$ cat src/rtl/prog_loader.sv
// Host program loader / readback port for the 32x8 memory of the accumulator core.
// Latency: write strobe 1 cycle after each data byte; read byte valid 1 cycle after fetch (peak 1 byte / 2 cycles).
// Backpressure: host_ready low during readback; rd_data held stable until rd_ready accepts it.
//
// Ports:
//   clk, rst                          clock and synchronous active-high reset
//   host_data/host_valid/host_ready   command, length and data byte stream from host
//   rd_data/rd_valid/rd_ready         readback byte stream to host
//   mem_we/mem_addr/mem_wdata         memory write port (mem_addr also addresses reads)
//   mem_rdata                         combinational memory read data
//   cpu_halt, busy, err               core halt, loader busy, sticky reserved-bit error
module prog_loader #(
  parameter int ADDR_W = 5,
  parameter int DATA_W = 8
) (
  input  logic              clk,
  input  logic              rst,
  input  logic [DATA_W-1:0] host_data,
  input  logic              host_valid,
  output logic              host_ready,
  output logic [DATA_W-1:0] rd_data,
  output logic              rd_valid,
  input  logic              rd_ready,
  output logic              mem_we,
  output logic [ADDR_W-1:0] mem_addr,
  output logic [DATA_W-1:0] mem_wdata,
  input  logic [DATA_W-1:0] mem_rdata,
  output logic              cpu_halt,
  output logic              busy,
  output logic              err
);

  // count holds 1..2^ADDR_W, so it needs one bit more than an address
  localparam int CW = ADDR_W + 1;

  localparam logic [1:0] CMD_NOP   = 2'b00;
  localparam logic [1:0] CMD_WRITE = 2'b01;
  localparam logic [1:0] CMD_READ  = 2'b10;
  localparam logic [1:0] CMD_RUN   = 2'b11;

  typedef enum logic [2:0] {
    S_IDLE,
    S_LEN,
    S_WDATA,
    S_RFETCH,
    S_RSEND
  } state_t;

  state_t              r_state;
  state_t              w_next;
  logic [ADDR_W-1:0]   r_addr;
  logic [CW-1:0]       r_count;
  logic                r_is_read;
  logic                r_halt;
  logic                r_err;
  logic                r_we;
  logic [ADDR_W-1:0]   r_waddr;
  logic [DATA_W-1:0]   r_wdata;
  logic [DATA_W-1:0]   r_rd_data;
  logic                r_rd_valid;

  logic                w_host_acc;
  logic                w_rd_acc;
  logic [1:0]          w_cmd;
  logic                w_rsvd;
  logic                w_last;

  assign w_host_acc = host_valid & host_ready;
  assign w_rd_acc   = r_rd_valid & rd_ready;
  assign w_cmd      = host_data[7:6];
  assign w_rsvd     = host_data[5];
  assign w_last     = (r_count == CW'(1));

  // State register
  always_ff @(posedge clk) begin
    if (rst) r_state <= S_IDLE;
    else     r_state <= w_next;
  end

  // Next-state logic
  always_comb begin
    w_next = r_state;
    case (r_state)
      S_IDLE: begin
        if (w_host_acc && !w_rsvd && (w_cmd == CMD_WRITE || w_cmd == CMD_READ))
          w_next = S_LEN;
      end
      S_LEN: begin
        if (w_host_acc) w_next = r_is_read ? S_RFETCH : S_WDATA;
      end
      S_WDATA: begin
        if (w_host_acc && w_last) w_next = S_IDLE;
      end
      S_RFETCH: w_next = S_RSEND;
      S_RSEND: begin
        if (w_rd_acc) w_next = w_last ? S_IDLE : S_RFETCH;
      end
      default: w_next = S_IDLE;
    endcase
  end

  // State-decoded outputs
  always_comb begin
    host_ready = 1'b0;
    busy       = 1'b1;
    case (r_state)
      S_IDLE:  begin host_ready = 1'b1; busy = 1'b0; end
      S_LEN:   host_ready = 1'b1;
      S_WDATA: host_ready = 1'b1;
      default: host_ready = 1'b0;
    endcase
  end

  // Datapath registers
  always_ff @(posedge clk) begin
    if (rst) begin
      r_addr     <= '0;
      r_count    <= '0;
      r_is_read  <= 1'b0;
      r_halt     <= 1'b1;
      r_err      <= 1'b0;
      r_we       <= 1'b0;
      r_waddr    <= '0;
      r_wdata    <= '0;
      r_rd_data  <= '0;
      r_rd_valid <= 1'b0;
    end else begin
      r_we <= 1'b0;
      case (r_state)
        S_IDLE: begin
          if (w_host_acc) begin
            if (w_rsvd) begin
              r_err <= 1'b1;
            end else begin
              case (w_cmd)
                CMD_RUN: r_halt <= 1'b0;
                CMD_WRITE, CMD_READ: begin
                  r_addr    <= host_data[ADDR_W-1:0];
                  r_halt    <= 1'b1;
                  r_is_read <= (w_cmd == CMD_READ);
                end
                default: ;  // NOP
              endcase
            end
          end
        end
        S_LEN: begin
          if (w_host_acc) r_count <= {1'b0, host_data[ADDR_W-1:0]} + CW'(1);
        end
        S_WDATA: begin
          if (w_host_acc) begin
            r_we    <= 1'b1;
            r_waddr <= r_addr;
            r_wdata <= host_data;
            r_addr  <= r_addr + ADDR_W'(1);
            r_count <= r_count - CW'(1);
          end
        end
        S_RFETCH: begin
          r_rd_data  <= mem_rdata;
          r_rd_valid <= 1'b1;
        end
        S_RSEND: begin
          if (w_rd_acc) begin
            r_rd_valid <= 1'b0;
            r_addr     <= r_addr + ADDR_W'(1);
            r_count    <= r_count - CW'(1);
          end
        end
        default: ;
      endcase
    end
  end

  // The write address is registered with the data; otherwise the
  // address register drives the shared port for reads.
  assign mem_addr  = r_we ? r_waddr : r_addr;
  assign mem_we    = r_we;
  assign mem_wdata = r_wdata;
  assign rd_data   = r_rd_data;
  assign rd_valid  = r_rd_valid;
  assign cpu_halt  = r_halt;
  assign err       = r_err;

endmodule

$ cat config.mk
export PLATFORM = sky130hd
export DESIGN_NAME = prog_loader
export DESIGN_NICKNAME = d
export VERILOG_FILES = /design/src/rtl/prog_loader.sv
export SDC_FILE = /design/constraint.sdc
export NUM_CORES = 1
export LEC_CHECK = 0
export BUFFER_PORTS_ARGS = -buffer_cell sky130_fd_sc_hd__buf_2
export CAP_MARGIN = 20
export CORE_ASPECT_RATIO = 2
export CORE_MARGIN = 2
export CORE_UTILIZATION = 53
export CTS_CLUSTER_DIAMETER = 100
export CTS_CLUSTER_SIZE = 8
export DETAILED_ROUTE_END_ITERATION = 16
export HOLD_SLACK_MARGIN = 0.08
export PLACE_DENSITY_LB_ADDON = 0.12
export SLEW_MARGIN = 0
export SYNTH_ARGS = -nofsm -noshare
export SYNTH_HDL_FRONTEND = slang
export SYNTH_SLANG_ARGS = --single-unit
$ cat constraint.sdc
create_clock -name clk -period 2.55 [get_ports clk]
set_clock_uncertainty 0.15 [all_clocks]
set_input_delay 0.51 -clock clk [delete_from_list [all_inputs] [get_ports clk]]
set_output_delay 0.51 -clock clk [all_outputs]
set_load 0.005 [all_outputs]
==> flow_summary.toml <==
[placed_design]
globalplace.congestion = 0.879
dp_cells = 349
hpwl_mm = 3.76
portBuffers = 46

[sta]
fin_crit_sh_pct = 84.6
tightest_slew_ns = 0.756
hold_violations = 0
timing.setup.tns_ns = 0
relSlewSlack_pct = 49.1
setup_viol = 0
slew_viol_final = 0
max_freq_mhz = 464
rsz0062_at_grt = "false"
fin_crit_ns = 2.16

[global_routing]
grtUsageMet3_pct = 5.12
busiest_layer = "met2"
grt_pass1_vias = 1872
grt_overflow_total = 0
grtUsageMet1_pct = 26.7
grt_max_degree = 22
grt_antenna_before_repair = 0
grt_pass1_wl_mm = 8.25
grtUsageMet2_pct = 42.6
track_usage_pct = 25.7

[logic_synthesis]
avgSynthCellArea_um2 = 7.91
syn-cell-area_mm2 = 0.00206
yosysSeqAreaShare_pct = 38.9
synth_cell_types = 46
postSynthNetCount = 286
synth_area_leaders = "dfxtp_1, nand2_1, a21oi_1, nand3_1, ha_1"
async_flop_share_pct = 0
ys_ff_latch = 40
syn_inst = 260
synthDominantCellAreaShare_pct = 38.9
synth_top_area_cell = "dfxtp_1"
ys.warnings.count = 0
synth_ff_type = "dfxtp_1"
synth_edf_count = 0

[clock_network]
cts_resized = 0
cts_tree = "yes"
insertion_delay_ns = 0.30
cts_root_buf = "clkbuf_8"
cts_setup_buffers = 0
clock_sinks = 40
path_clk_slew_ns = 0.07
clk_path_buf_depth = 2
htree_levels = 2
cts_hold_buffers = 0
cts_buffers = 5

[power]
peakVddDrop_mv = 0.422
p_leak_nw = 0.990
powerDensity_mw_per_mm2 = 542

[finish]
multi_input_area_mm2 = 0.00113
fillers = 371
final_common_cell = "nand2_1"
seq_area_um2 = 801
layout_common_cells = "nand2_1, buf_2, dfxtp_1"
drive_above_1_share_pct = 23.2
fin_nets = 331
antenna_cells = 0
area_growth_pct = 19.2
fin_cells = 357

[floorplan]
coreArea_mm2 = 0.00380
die_w_um = 48.1
dieArea_mm2 = 0.00443
die_height_um = 92.1
row_count = 32
start_util_pct = 54.1
io_pins = 47

[worst_setup_path]
cp_data_required_time_ns = 2.60
critPathLaunchType = "register"
end_kind = "register"
worstPathArrival_ns = 2.20
crit_fanout = 14
worst-setup-path-type = "register to register"

[status]
status = "complete, no violations"

[drt]
drc_errors = 0
wire_per_inst_um = 14.1
wirelength_mm = 5.03
viasPerCell = 5.65
ant_nets = 0
num_vias = 2016
drtIter0Drc = 45
drtPass1Iterations = 4

[worst_hold_path]
min_path_type = "register to register"

[run]
drv_cap = 0
==> power breakdown <==
| part | internal, mW | switching, mW | leakage, nW |
|---|---|---|---|
| registers | 0.638 | 0.0169 | 0.323 |
| clock network | 0.289 | 0.224 | 0.0541 |
| logic | 0.0690 | 0.0920 | 0.612 |
==> state kept, by name (all words and copies together), names as in the netlist <==
signal and flops:
mem_wdata 8, rd_data 8, r_count 6, r_addr 5
r_waddr 5, r_state 3, cpu_halt 1, err 1
mem_we 1, r_is_read 1, rd_valid 1
==> cell type report <==
cell class | instances | area share [%]
Multi-Input combinational cell | 190 | 46.2
Sequential cell | 40 | 32.7
Timing Repair Buffer | 54 | 11.8
Clock buffer | 5 | 2.81
Tap cell | 51 | 2.60
Inverter | 14 | 2.14
Clock inverter | 3 | 1.74
==> synth_stat cells (2+ instances only) <==
master	instances
nand2_1	50
dfxtp_1	40
a21oi_1	35
nand3_1	17
inv_1	14
nor2_1	10
clkbuf_1	8
o21ai_0	8
a221oi_1	6
buf_2	6
ha_1	6
o32ai_1	5
a211oi_1	4
mux2_2	4
nor4_1	4
xnor2_1	4
nor2b_1	3
o21ai_1	3
and3_1	2
nand2b_1	2
nor3_1	2
nor3b_1	2
or3_1	2
==> stage by stage <==
step	util [%]	hold WS [ns]	instance area (µm²)	worst slack (ns)	power, mW
final	64.4	0.303	2450	0.393	1.33
after global routing	64.4	0.295	2450	0.131	1.39
after CTS	64.4	0.299	2450	0.419	1.35
after detailed placement	61.5	0.294	2340	0.425	0.830
after global placement	61.5	0.288	2340	0.466	0.828
after floorplan	-	0.283	2060	0.563	0.770
==> critical path, stage by stage (launching register included) <==
cell and delay, ns:
dfxtp_1 0.60, nand4b_2 0.30, o221ai_2 0.51, o21ai_0 0.17, a221oi_1 0.32
==> kinds of logic after synthesis <==
kind of cell / after synthesis / synth area share [%]
adders and majority gates: 6 / 3.65
muxes: 5 / 2.68
DFF: 40 / 38.9
buffers and inverters: 30 / 6.02
and+or+nand+nor: 102 / 24.3
AOI/OAI and AO/OA: 73 / 22.7
xor gates and xnor gates: 4 / 1.70
==> worst paths after layout <==
path	startpoint	to	slack, ns	cells past startpoint
worst min register to register	mem_wdata[4]	mem_wdata[4]	0.30	2
worst max-delay path	r_state[2]	r_count[5]	0.39	4
worst max register to register	r_state[2]	r_count[5]	0.39	4
worst min-delay path	mem_wdata[4]	mem_wdata[4]	0.30	2
==> layer usage <==
metal	vias up	share of wire [%]
met5	-	0
met4	0	4.4
met3	18	3.9
met2	56	54
met1	930	37
li1	1012	-
Note: power is estimated with default switching activity, not from simulation.
